### src/rtl/if_fetch_unit_pkg.sv
// Shared bus widths, constants and state encoding for the RV32I
// instruction-fetch front end.
package if_fetch_unit_pkg;

  localparam int InstAddrBus = 32;
  localparam int MemDataBus  = 8;
  localparam int InstBus     = 32;

  localparam logic [InstBus-1:0] ZeroWord = '0;
  localparam logic True_v  = 1'b1;
  localparam logic False_v = 1'b0;

  typedef enum logic {
    FETCH = 1'b0,
    HOLD  = 1'b1
  } fetchState_e;

endpackage

### src/rtl/if_fetch_unit.sv
// Instruction-fetch front end: owns the PC, pulls four bytes through the MCU
// and presents a little-endian 32-bit instruction to IF/ID.
module if_fetch_unit
  import if_fetch_unit_pkg::*;
#(
  parameter int                ADDR_W   = InstAddrBus,
  parameter int                BYTE_W   = MemDataBus,
  parameter logic [ADDR_W-1:0] RESET_PC = '0
) (
  input  logic                clk,
  input  logic                rst,
  input  logic                rdy,
  input  logic                branch_flag_i,
  input  logic [ADDR_W-1:0]   branch_target_i,
  input  logic                stall_i,
  input  logic                grant_i,
  input  logic [BYTE_W-1:0]   mem_din_i,
  output logic                mem_req_o,
  output logic [ADDR_W-1:0]   mem_addr_o,
  output logic                inst_valid_o,
  output logic [InstBus-1:0]  inst_o,
  output logic [ADDR_W-1:0]   inst_pc_o
);

  fetchState_e              state_q;
  logic [ADDR_W-1:0]        pc_q;
  logic [2:0]               issueIdx_q;
  logic                     pending_q;
  logic [1:0]               pendingIdx_q;
  logic [3:0][BYTE_W-1:0]   byteBuf_q;
  logic                     instValid_q;
  logic [InstBus-1:0]       inst_q;
  logic [ADDR_W-1:0]        instPc_q;

  logic                     issueFire;
  logic [2:0]               issueIdx_d;
  logic [ADDR_W-1:0]        pcInc_d;

  // Request path sees only registered state (plus the global freeze), so a
  // branch arriving this cycle never changes what the MCU is being asked.
  assign mem_req_o  = rdy && (state_q == FETCH) && (issueIdx_q < 3'd4);
  assign mem_addr_o = pc_q + {{(ADDR_W-3){1'b0}}, issueIdx_q};
  assign issueFire  = mem_req_o && grant_i;
  assign issueIdx_d = issueIdx_q + 3'd1;
  assign pcInc_d    = pc_q + ADDR_W'(4);

  always_ff @(posedge clk) begin
    if (rst) begin
      state_q      <= FETCH;
      pc_q         <= RESET_PC;
      issueIdx_q   <= '0;
      pending_q    <= False_v;
      pendingIdx_q <= '0;
      byteBuf_q    <= '0;
      instValid_q  <= False_v;
      inst_q       <= ZeroWord;
      instPc_q     <= '0;
    end else if (rdy) begin
      if (branch_flag_i) begin
        // Dropping pending discards whatever byte the old stream returns next.
        pc_q        <= branch_target_i;
        issueIdx_q  <= '0;
        pending_q   <= False_v;
        instValid_q <= False_v;
        state_q     <= FETCH;
      end else begin
        case (state_q)
          FETCH: begin
            if (issueFire) begin
              pending_q    <= True_v;
              pendingIdx_q <= issueIdx_q[1:0];
              issueIdx_q   <= issueIdx_d;
            end else if (pending_q) begin
              pending_q <= False_v;
            end
            if (pending_q) begin
              byteBuf_q[pendingIdx_q] <= mem_din_i;
              if (pendingIdx_q == 2'd3) begin
                inst_q      <= {mem_din_i, byteBuf_q[2], byteBuf_q[1], byteBuf_q[0]};
                instPc_q    <= pc_q;
                instValid_q <= True_v;
                state_q     <= HOLD;
              end
            end
          end
          HOLD: begin
            if (!stall_i) begin
              instValid_q <= False_v;
              pc_q        <= pcInc_d;
              issueIdx_q  <= '0;
              state_q     <= FETCH;
            end
          end
          default: state_q <= FETCH;
        endcase
      end
    end
  end

  assign inst_valid_o = instValid_q;
  assign inst_o       = inst_q;
  assign inst_pc_o    = instPc_q;

endmodule
### config.mk
export PLATFORM = sky130hd
export DESIGN_NAME = if_fetch_unit
export DESIGN_NICKNAME = d
export VERILOG_FILES = /design/src/rtl/if_fetch_unit_pkg.sv /design/src/rtl/if_fetch_unit.sv
export SDC_FILE = /design/constraint.sdc
export NUM_CORES = 1
export LEC_CHECK = 0
export BUFFER_PORTS_ARGS = -buffer_cell sky130_fd_sc_hd__clkbuf_2
export CAP_MARGIN = 20
export CORE_MARGIN = 4
export CORE_UTILIZATION = 54
export CTS_CLUSTER_SIZE = 12
export DETAILED_ROUTE_END_ITERATION = 6
export GPL_ROUTABILITY_DRIVEN = 0
export PLACE_DENSITY_LB_ADDON = 0.15
export SLEW_MARGIN = 30
export SYNTH_ARGS = -nofsm -noshare
export SYNTH_HDL_FRONTEND = slang
export SYNTH_SLANG_ARGS = --single-unit
### constraint.sdc
create_clock -name clk -period 3 [get_ports clk]
set_input_delay 0.45 -clock clk [delete_from_list [all_inputs] [get_ports clk]]
set_output_delay 0.45 -clock clk [all_outputs]
set_load 0.05 [all_outputs]
==> impl_metrics.yaml <==
status:
  status: "finished, violations left"
  violations: "negative setup slack"
clock_tree:
  clock_latency_ps: 520
  htreeDepth: 4
  clkSinkCount: 128
  cts_tree: "done"
  numCtsBuffers: 17
  root_buffer: "clkbuf_8"
  clk_pin_slew_worst_paths_ps: 60
  clockBufferDepth: 2
timing:
  fin_skew_ps: 8.29
  period_share_pct: 101
  worst_slew_pin_slew_ps: 812
  timing.final.crit_period_ps: 3040
  layout_setup_ws_ps: -35.4
  max_freq_mhz: 329
  slew_violations: 0
  hold_viol: 0
  rsz0062_at_grt: "yes"
  setup_viol: 1
  maxSlewHeadroom_pct: 45.4
  whs_ps: 152
worst_setup_path:
  cp_max_fo: 3
  worst_ep_arrival_time_ps: 2590
  cp_data_required_time_ps: 2550
  cpPeakStageDelay_ps: 430
  cpLargestDelayFamily: "simple AND/OR/NAND/NOR gates"
  end_kind: "output port"
  path_buf_inv: 1
  worstSetupStartpointType: "register"
  crit_chain: "ha_4, fa_2, a21o_4, nand2b_4, or3_4, or3_4, xnor2_4, buf_8"
  worstSetupPathType: "reg2out"
  crit_slowest_cell: "or3_4"
  critPathMostFrequentCell: "or3_4"
global_routing:
  use_met3_pct: 6.90
  grt_use_total_pct: 27.3
  grt_max_degree: 69
  grt_pass1_wl_um: 28100
  grt_overflow: 0
  grt_util_met1_pct: 34.6
  grt_pass1_vias: 5778
  grt_antenna_before_repair: 0
  grt.busiest_layer: "met2"
  grt_use_met2_pct: 44.8
yosys:
  ys.flop_type: "dfxtp_1"
  ys_types: 52
  yosysMostFrequentCell: "nand2_1"
  synth_common_cells: "nand2_1, dfxtp_1, a21oi_1, nor2_1, o21ai_0"
  syn_area_sq_um: 5930
  synth_edf_count: 0
  synth_top_area_share_pct: 43.2
  synth_top_cells_by_area: "dfxtp_1, nand2_1, a21oi_1"
  netlist_instances: 761
  yosysTopAreaCell: "dfxtp_1"
  avgSynthCellArea_sq_um: 7.79
  synth-seq-cells: 128
  synth_fp_nets: 813
  yosysWarnings: 0
  synth_sequential_area_ratio_pct: 43.2
  async_flop_share_pct: 0
die:
  start_util_pct: 55.0
  die_h_um: 113
  die-area_sq_um: 12700
  die_w_um: 113
  ios: 144
  core_area_sq_um: 10800
  rows: 38
hold_path:
  hold_class: "in2reg"
run:
  cap_viol_max_count: 0
detailed_routing:
  final_antenna_net_count: 0
  drt-pass1-iter-count: 6
  via_count: 6070
  wl_per_cell_um: 17.1
  drt_iter0_drc: 452
  drc_errors: 0
  drt_wl_total_um: 17900
  detail_route.vias_per_cell: 5.81
placement:
  place_inst: 1005
  place_hpwl_um: 12500
  port_buffers: 143
  post-place-ws_ps: 93.8
power_and_ir_drop:
  power_density_nw_per_um2: 544
  power_leakage_nw: 3.17
  ir_worst_vdd_mv: 0.304
layout:
  final_cells: 1044
  seq_area_sq_um: 2580
  antenna_cells: 0
  fillCellCount: 905
  multiInputGateArea_sq_um: 3220
  fin_util_pct: 70.1
  syn2layout_area_growth_pct: 27.6
  drive_above_1_share_pct: 26.3
  final_nets: 946
worst register-to-register path, delay by kind of cell (launching register included):
kind / cells / cell delay, ps
simple gates: 2 / 750
compound gates: 3 / 410
buf+inv: 2 / 400
flops: 1 / 370
fa+ha+maj: 1 / 220
layout make-up:
| class | count | area share, % |
|---|---|---|
| clock inverter | 10 | 1.85 |
| multi-input combinational | 563 | 42.6 |
| clock buffer | 19 | 5.70 |
| inverter | 8 | 0.397 |
| sequential | 128 | 34.1 |
| timing repair buffer | 176 | 13.1 |
| tap | 140 | 2.31 |
worst paths after layout:
check	startpoint	to	slack, ps	cells past startpoint
max	pc_q[0]$_SDFFE_PP0P_	mem_addr_o[28]	-40	8
min	branch_target_i[26]	pc_q[26]$_SDFFE_PP0P_	150	3
max reg2reg	pc_q[3]$_SDFFE_PP0P_	pc_q[22]$_SDFFE_PP0P_	700	8
min reg2reg	inst_o[20]$_SDFFE_PP0P_	inst_o[20]$_SDFFE_PP0P_	450	2
per-layer routing:
layer  vias to the layer above  wire length (um)
met5                         -                 0
met4                         0               429
met2                       322              8490
li1                       2868                 -
met3                        41              1640
met1                      2839              7320
through the flow:
stage	setup TNS, ps	power, mW	area (sq um)
after floorplan	0	2.01	5940
after global placement	0	2.11	6750
after detailed placement	0	2.12	6750
after CTS	-68.9	4.12	7470
after global routing	-150	4.23	7570
final	-35.4	4.12	7570
report_power, final:
group	total, mW	internal (mW)	switching [mW]
combinational	0.326	0.105	0.221
sequential	1.78	1.73	0.0504
clock	2.01	1.27	0.743
cells by family after synthesis:
kind of cell | Yosys count | synth area share [%]
buffers and inverters | 70 | 4.94
DFF | 128 | 43.2
muxes | 25 | 4.22
adders and majority gates | 6 | 1.39
xor gates and xnor gates | 34 | 5.02
AOI/OAI and AO/OA | 163 | 15.2
and+or+nand+nor | 335 | 26.1
placed cells by master (no fill, tap or decap), types with 14 or more instances in the layout:
master	instances
a21oi_1	93
buf_4	34
clkbuf_16	16
clkbuf_2	133
dfxtp_1	118
mux2i_1	25
nand2_1	169
nand3_1	23
nand4_1	14
nor2_1	57
nor3_1	14
o21ai_0	38
xnor2_1	18
xor2_1	15
flip-flops by register name (all words and copies together), names as in the netlist:
signal	flops
byteBuf_q	24
inst_pc_o	32
inst_o	32
pendingIdx_q	2
pending_q	1
state_q	1
pc_q	32
inst_valid_o	1
issueIdx_q	3
what timing repair did:
action,CTS,global route
hold endpoints to repair,0,0
resized for setup,25,23
hold buffers,0,0
pin swaps,3,8
setup buffers,4,6
endpoints found under the setup margin,20,15
Note: power is estimated with default switching activity, not from simulation.
